[config.mk]
export PLATFORM = sky130hd
export DESIGN_NAME = cpu_stage_sequencer
export DESIGN_NICKNAME = d
export VERILOG_FILES = /design/src/rtl/cpu_stage_sequencer.sv
export SDC_FILE = /design/constraint.sdc
export NUM_CORES = 1
export LEC_CHECK = 0
export CAP_MARGIN = 40
export CORE_UTILIZATION = 45
export DETAILED_ROUTE_END_ITERATION = 8
export PLACE_DENSITY_LB_ADDON = 0.25
export SLEW_MARGIN = 20
export SYNTH_ARGS = -nofsm -noshare
export SYNTH_HDL_FRONTEND = slang
export SYNTH_SLANG_ARGS = --single-unit
[constraint.sdc]
create_clock -name i_clock -period 2.5 [get_ports i_clock]
set_input_delay 0.5 -clock i_clock [delete_from_list [all_inputs] [get_ports i_clock]]
set_output_delay 0.5 -clock i_clock [all_outputs]
set_load 0.005 [all_outputs]
[src/rtl/cpu_stage_sequencer.sv]
// cpu_stage_sequencer
// Multi-cycle stage controller for the Rv32H core. It runs one instruction
// at a time through fetch, decode, execute, an optional memory stage and
// writeback. Each stage gets a one-cycle start pulse, and the sequencer then
// waits for that stage's one-cycle done pulse. It also counts retired
// instructions, and a watchdog latches FAULT if a stage hangs.
//
// Ports
//   i_clock, i_reset    rising-edge clock; asynchronous active-low reset
//   i_enable            run request (sampled in IDLE and on writeback done)
//   o_fetch/i_fetched, o_decode/i_decoded, o_execute/i_executed,
//   o_memory/i_memory_done, o_writeback/i_written_back
//                       start pulse out / done pulse in, per stage
//   i_mem_required      qualifies i_executed: route through the memory stage
//   o_retired           one-cycle pulse per retired instruction
//   o_retire_count      retired-instruction counter (wraps silently)
//   o_state             current state encoding
//   o_fault             sticky watchdog fault flag
module cpu_stage_sequencer #(
    parameter int TIMEOUT      = 1024,
    parameter int RETIRE_WIDTH = 32
) (
    input  logic                    i_clock,
    input  logic                    i_reset,
    input  logic                    i_enable,
    output logic                    o_fetch,
    input  logic                    i_fetched,
    output logic                    o_decode,
    input  logic                    i_decoded,
    output logic                    o_execute,
    input  logic                    i_executed,
    input  logic                    i_mem_required,
    output logic                    o_memory,
    input  logic                    i_memory_done,
    output logic                    o_writeback,
    input  logic                    i_written_back,
    output logic                    o_retired,
    output logic [RETIRE_WIDTH-1:0] o_retire_count,
    output logic [2:0]              o_state,
    output logic                    o_fault
);

    typedef enum logic [2:0] {
        ST_IDLE      = 3'd0,
        ST_FETCH     = 3'd1,
        ST_DECODE    = 3'd2,
        ST_EXECUTE   = 3'd3,
        ST_MEMORY    = 3'd4,
        ST_WRITEBACK = 3'd5,
        ST_FAULT     = 3'd6
    } state_t;

    localparam int              WD_W    = $clog2(TIMEOUT + 1);
    localparam logic [WD_W-1:0] WD_LAST = WD_W'(TIMEOUT - 1);

    state_t                  state_r;
    state_t                  next_state_s;
    logic                    entry_r;       // high during the first cycle of a state
    logic [WD_W-1:0]         watchdog_r;
    logic                    fetch_r, decode_r, execute_r, memory_r, writeback_r;
    logic                    retired_r;
    logic                    fault_r;
    logic [RETIRE_WIDTH-1:0] retire_count_r;
    logic                    stage_done_s;
    logic                    done_ok_s;
    logic                    expired_s;
    logic                    retire_s;

    // True when the registered state moves into stage s on this edge.
    function automatic logic entering(input state_t cur, input state_t nxt, input state_t s);
        return (nxt == s) && (cur != s);
    endfunction

    // Select the done input that belongs to the current state.
    always_comb begin
        stage_done_s = 1'b0;
        case (state_r)
            ST_FETCH:     stage_done_s = i_fetched;
            ST_DECODE:    stage_done_s = i_decoded;
            ST_EXECUTE:   stage_done_s = i_executed;
            ST_MEMORY:    stage_done_s = i_memory_done;
            ST_WRITEBACK: stage_done_s = i_written_back;
            default:      stage_done_s = 1'b0;
        endcase
    end

    // Next-state logic. A done pulse overlapping the start pulse is ignored,
    // and a done pulse in the last watchdog cycle still wins over FAULT.
    always_comb begin
        next_state_s = state_r;
        done_ok_s    = stage_done_s && !entry_r;
        expired_s    = (watchdog_r == WD_LAST);
        retire_s     = (state_r == ST_WRITEBACK) && done_ok_s;
        case (state_r)
            ST_IDLE: begin
                if (i_enable) next_state_s = ST_FETCH;
                else          next_state_s = ST_IDLE;
            end
            ST_FETCH: begin
                if (done_ok_s)      next_state_s = ST_DECODE;
                else if (expired_s) next_state_s = ST_FAULT;
                else                next_state_s = ST_FETCH;
            end
            ST_DECODE: begin
                if (done_ok_s)      next_state_s = ST_EXECUTE;
                else if (expired_s) next_state_s = ST_FAULT;
                else                next_state_s = ST_DECODE;
            end
            ST_EXECUTE: begin
                if (done_ok_s)      next_state_s = i_mem_required ? ST_MEMORY : ST_WRITEBACK;
                else if (expired_s) next_state_s = ST_FAULT;
                else                next_state_s = ST_EXECUTE;
            end
            ST_MEMORY: begin
                if (done_ok_s)      next_state_s = ST_WRITEBACK;
                else if (expired_s) next_state_s = ST_FAULT;
                else                next_state_s = ST_MEMORY;
            end
            ST_WRITEBACK: begin
                if (done_ok_s)      next_state_s = i_enable ? ST_FETCH : ST_IDLE;
                else if (expired_s) next_state_s = ST_FAULT;
                else                next_state_s = ST_WRITEBACK;
            end
            ST_FAULT: next_state_s = ST_FAULT;
            default:  next_state_s = ST_FAULT;  // unused encoding 7 is treated as a fault
        endcase
    end

    // State, watchdog, registered pulses and retire counter.
    always_ff @(posedge i_clock or negedge i_reset) begin
        if (!i_reset) begin
            state_r        <= ST_IDLE;
            entry_r        <= 1'b0;
            watchdog_r     <= {WD_W{1'b0}};
            fetch_r        <= 1'b0;
            decode_r       <= 1'b0;
            execute_r      <= 1'b0;
            memory_r       <= 1'b0;
            writeback_r    <= 1'b0;
            retired_r      <= 1'b0;
            fault_r        <= 1'b0;
            retire_count_r <= {RETIRE_WIDTH{1'b0}};
        end else begin
            state_r     <= next_state_s;
            entry_r     <= (next_state_s != state_r);
            fetch_r     <= entering(state_r, next_state_s, ST_FETCH);
            decode_r    <= entering(state_r, next_state_s, ST_DECODE);
            execute_r   <= entering(state_r, next_state_s, ST_EXECUTE);
            memory_r    <= entering(state_r, next_state_s, ST_MEMORY);
            writeback_r <= entering(state_r, next_state_s, ST_WRITEBACK);
            retired_r   <= retire_s;
            fault_r     <= (next_state_s == ST_FAULT);
            // Watchdog restarts on every state entry and idles in IDLE/FAULT.
            if ((next_state_s != state_r) || (next_state_s == ST_IDLE) || (next_state_s == ST_FAULT)) begin
                watchdog_r <= {WD_W{1'b0}};
            end else begin
                watchdog_r <= watchdog_r + WD_W'(1);
            end
            if (retire_s) begin
                retire_count_r <= retire_count_r + RETIRE_WIDTH'(1);
            end else begin
                retire_count_r <= retire_count_r;
            end
        end
    end

    assign o_fetch        = fetch_r;
    assign o_decode       = decode_r;
    assign o_execute      = execute_r;
    assign o_memory       = memory_r;
    assign o_writeback    = writeback_r;
    assign o_retired      = retired_r;
    assign o_fault        = fault_r;
    assign o_retire_count = retire_count_r;
    assign o_state        = 3'(state_r);

endmodule

Yosys cells after proc, flatten, opt, wreduce, memory -nomap -nowiden
Index checks and enable logic that the tools add are counted.
- flip-flop bits (word level): 54
- input bits: 9
- output and inout port bits: 42
- add/sub/neg operators: 2
- eq/ne operators: 18
- muxes and demuxes: 15
- reduce and logical (&&, ||, !) cells: 12
- operators with widths (operator ; number):
    $add 32x1->32 const B ; 1
    $mux 3 ; 7
    $pmux 3 s6 ; 1
    $eq 3x3->1 const B ; 5
    $eq 3x2->1 const B ; 4
    $add 11x1->11 const B ; 1
    $eq 11x10->1 const B ; 1
    $mux 11 ; 1
    $logic_and 1x1->1 ; 7
    $eq 3x1->1 const B ; 2
    $logic_not 3->1 ; 2
    $mux 2 ; 3
    $ne 3x2->1 const B ; 2
    $ne 3x3->1 const B ; 2
    $pmux 1 s5 ; 1
    $ne 3x1->1 const B ; 1
    $ne 3x3->1 ; 1
    $logic_or 1x1->1 ; 2
    $mux 1 ; 2
    $logic_not 1->1 ; 1

Logic depth before layout (Yosys ltp)
Gate-level depths: netlist of the first run.
- word-level depth: 9
- depth in mapped cells: 10

Least setup slack after synthesis of the first run
Ideal clock, no wire load.
- path kind: reg2reg
- from: register state_r[1], in the netlist o_state[1]
- to: register watchdog_r[10]
- library setup time: 0.073 ns
- arrival: 2.305 ns
- slack: 0.122 ns
- stages on the path, launching flop included: 10
- period minus slack after synthesis: 2.378 ns
- path through: dfrtp_1 > ha_1 > o211a_1 > o21a_2 > a221oi_2 > inv_2 > a2111oi_4 > a32oi_2 > buf_6 > a21oi_2
- word-level cells in the longest chain between the ends: 9
- elaborated cells on any way between the ends: 20
- classes of those cells: eq/ne: 7; mux: 8; reduce/logical: 5
- ends and longest elaborated chain (item ; RTL line ; source):
    start: declaration ; 56 ; state_t state_r;
    start signal: assignment ; 144 ; state_r <= next_state_s;
    $eq 3x3->1, or another cell as far along ; 77, 94 ;
    $pmux 1 s5 ; 77 ; case (state_r)
    $logic_and 1x1->1 ; 91 ; done_ok_s = stage_done_s && !entry_r;
    $mux 3, on equally long branches ; n/a ;
    $pmux 3 s6 (*) ; 94 ; case (state_r)
    named net next_state_s[2] ; 57 ; state_t next_state_s;
    $ne 3x3->1 / $logic_not 3->1 (equally long branches) ; 154 ; if ((next_state_s != state_r) || (next_state_s == ST_IDLE) || (next_state_s == ST_FAULT)) begin
    $logic_or 1x1->1 ; 154 ;
    $logic_or 1x1->1 (*) ; 154 ;
    $mux 11 (*) ; 154 ;
    end signal: assignment ; 134 ; watchdog_r <= {WD_W{1'b0}};
    end signal: assignment ; 155 ; watchdog_r <= {WD_W{1'b0}};
    end signal: assignment ; 157 ; watchdog_r <= watchdog_r + WD_W'(1);
    end: declaration ; 59 ; logic [WD_W-1:0] watchdog_r;
The timed path passes the listed nets; every way through them passes the cells marked *.
A chain may end at the register's enable or synchronous reset.

Worst setup path after layout of the first run
- from: register state_r[1], in the netlist o_state[1]
- to: register watchdog_r[8]
The elaborated chain is that of the path after synthesis.

==> out/qor.txt, run 1 <==
Synth Area in XOR/XNOR - 12.34%
Drt via density - 5.337
Maximum root-to-sink buffer count - 2
GRT overflow - 0
Internal - 0.001945 W
Critical path class - reg -> reg
CTS tree - done
Crit. Startpoint - o_state[1]
Clock Latency Late Sink - 310 ps
Most common flop cell mapped by yosys - dfrtp_1
Least-Margin Pin Slew - 536.4 ps
Leak Pwr - 1.598 nW
Antenna-violating nets left - 0
P_sw - 0.001064 W
Post-layout net count - 351
Layout area overhead - 32.55%
Average wire per standard cell - 14.22 um
Netlist Area Pre-Place - 2768 um2
P per Cell Area - 820.1 nW/um2
Layout cells sized above 1 - 19.12%
CTS root buffer - clkbuf_8
Hold_buf cts - 0
Adder-cell share of the synthesized area - 1.356%
Slew margin rel. - 64.24%
Initial Util - 46.75%
Post-CTS Setup Bufs - 0
Crit path time final - 2386 ps
Die Y - 80.43 um
CP Capture Type - flip-flop
Routed wire length - 5.901 mm
Final-report hold violation count - 0
Vias in the first global route - 2149
Worst endpoint data arrival time - 2630 ps
Sequential fraction of the synthesis area - 48.82%
Largest register FFs - 32
Crit start category - flip-flop
Largest family of logic cells by synthesized area - simple AND/OR/NAND/NOR gates
Post-DP HPWL - 4.509 mm
Synthesis-stage register bit count - 54
F_max - 419.1 MHz
1st-pass router iterations - 4
Mapped Cells - 262
Status - complete, no violations
Clk sink count - 54
IO Port Bufs - 50
Worst Path Max Fanout - 11
WHS - 157.6 ps
Period utilization - 95.45%
Synth cell types - 59
Max-cap violations - 0
Switching Fraction - 35.36%
First-pass GRT wire length - 10.07 mm
GRT Total Usage - 20.51%
Clock power share - 19.4%
Setup tns final - 0 ps
Mux contribution to synthesized area - 1.221%
R2R Path Start - o_state[1]
Design Area, Final - 3669 um2
Die area - 6468 um2
Via Count - 2215
Yosys warning count - 0
Mean Syn Cell Area - 10.56 um2
Antenna violations before repair - 0
Worst Path Required - 2740 ps
Post-synth EDFFs - 0
Largest net degree at the start of global routing - 26
Flop pwr share - 34.4%
Simple-Gate Fraction of Synth Area - 21.07%
Place WS - -181.5 ps
Post-cts resize count - 0
Post-synth ARST share - 100.0%
Post-synthesis compound-gate area fraction - 12.30%
Setup-failing EPs final - 0
Max VDD drop - 0.0006369 V
Core Footprint - 5921 um2
Slew Viols, Final - 0
ANT cells - 0
Clk_skew - 7.819 ps
Die W - 80.43 um
Comb power frac - 46.2%
Clock Pin Slew Worst Setup and Hold Paths - 100 ps
H-Tree Depth - 2
Final core utilization - 61.96%
Number of remaining DRC errors - 0
IO Count - 51
GP Congestion - 0.9277
Dpl cell area - 3533 um2
Total CTS buffers - 5
Site row count - 28
Final worst slack - 113.8 ps
Hold crit path type - in -> async
Mapped Nets - 274
DRC marker count from the first detailed-route iteration - 61
Unrepaired setup endpoints after global routing - no
## layout make-up
class / instances / area, um2
fill: 506 / 2252
multi-input combinational: 193 / 1361
sequential: 54 / 1351
timing repair buffer: 80 / 733.2
tap: 75 / 93.84
clock buffer: 6 / 72.57
clock inverter: 2 / 37.54
inverter: 5 / 18.77
## synthesized netlist by cell type (5+ instances only)
| cell | number | area [um2] |
|---|---|---|
| xor2_1 | 10 | 87.58 |
| nor2_2 | 9 | 56.30 |
| nand2_1 | 21 | 78.83 |
| xnor2_1 | 29 | 254.0 |
| and3_1 | 8 | 50.05 |
| dfrtp_1 | 54 | 1351 |
| nand4_1 | 6 | 37.54 |
| nand3_1 | 14 | 70.07 |
| nor2_1 | 21 | 78.83 |
| a21oi_1 | 5 | 25.02 |
| clkbuf_1 | 6 | 22.52 |
## logic make-up (layout without fill, tap and decap cells)
group / Yosys count / count (layout)
DFF: 54 / 54
adders and majority gates: 3 / 3
AOI/OAI and AO/OA: 41 / 41
buffers and inverters: 15 / 93
muxes: 2 / 2
xor gates and xnor gates: 39 / 39
and+or+nand+nor: 108 / 108
## cells in the final DEF, fill, tap and decap left out, types with 3 or more instances in the layout
cell and count:
nor2b_1 3, inv_1 4, and3_1 8, nor4_1 3, dfrtp_1 54, nand3b_1 3, o21ai_0 4, nand2_1 21
clkdlybuf4s50_1 49, a21oi_1 5, buf_4 29, nand4_1 6, a21o_1 3, xnor2_1 29, ha_1 3, and4_1 4
xor2_1 10, nor2_2 9, clkbuf_8 5, nand3_1 14, a22oi_1 3, nor2_1 21
## per-layer routing
metal	vias to the layer above	GRT usage [%]	share of wire (%)
met5	-	0	0
met1	1074	28.07	47
met3	6	3.864	3.6
met2	57	32.63	48
met4	0	6.607	1.4
li1	1078	-	-
## power groups by stage
| stage | registers [W] | logic (W) | clock network (W) |
|---|---|---|---|
| floorplan | 0.00105 | 0.000829 | 0 |
| global placement | 0.00105 | 0.00134 | 0 |
| detailed placement | 0.00105 | 0.00135 | 0 |
| CTS | 0.00103 | 0.00136 | 0.000601 |
| global route | 0.00105 | 0.00152 | 0.000636 |
| finish | 0.00103 | 0.00139 | 0.000584 |
## stage by stage
step / power (W) / std cells
after floorplan: 0.001876 / 262
after global placement: 0.002394 / 407
after detailed placement: 0.002405 / 407
after CTS: 0.002996 / 415
after global routing: 0.003203 / 415
final: 0.003008 / 415
## worst max-delay path, cell delays in order (launching register included)
cell,delay [ps]
dfrtp_1,400
ha_1,370
o211a_1,280
o21a_2,130
a221oi_2,330
inv_2,90
a2111oi_4,340
a32oi_2,120
buf_12,180
nor2_2,100
## final timing paths
check                           slack (ps)  cells after the start            endpoint
min in group i_clock                   470                      1  o_retire_count[31]
worst min register to register         470                      1  o_retire_count[31]
worst max register to register         110                      9       watchdog_r[8]
worst min-delay path                   160                      1  o_retire_count[14]
worst max-delay path                   110                      9       watchdog_r[8]
max in group asynchronous             1710                      2      watchdog_r[10]
Note: power is estimated with default switching activity, not from simulation.
==> inputs of run 2 (changes only) <==
HOLD_SLACK_MARGIN = 0.1   (was unset)
==> results of run 2 <==
Same layout as run 1: the final DEF is identical, and so are final timing and power.
==> inputs of run 3 (changes only) <==
SKIP_CTS_REPAIR_TIMING = 1   (was unset)
==> results of run 3 <==
Same layout as run 1: the final DEF is identical, and so are final timing and power.
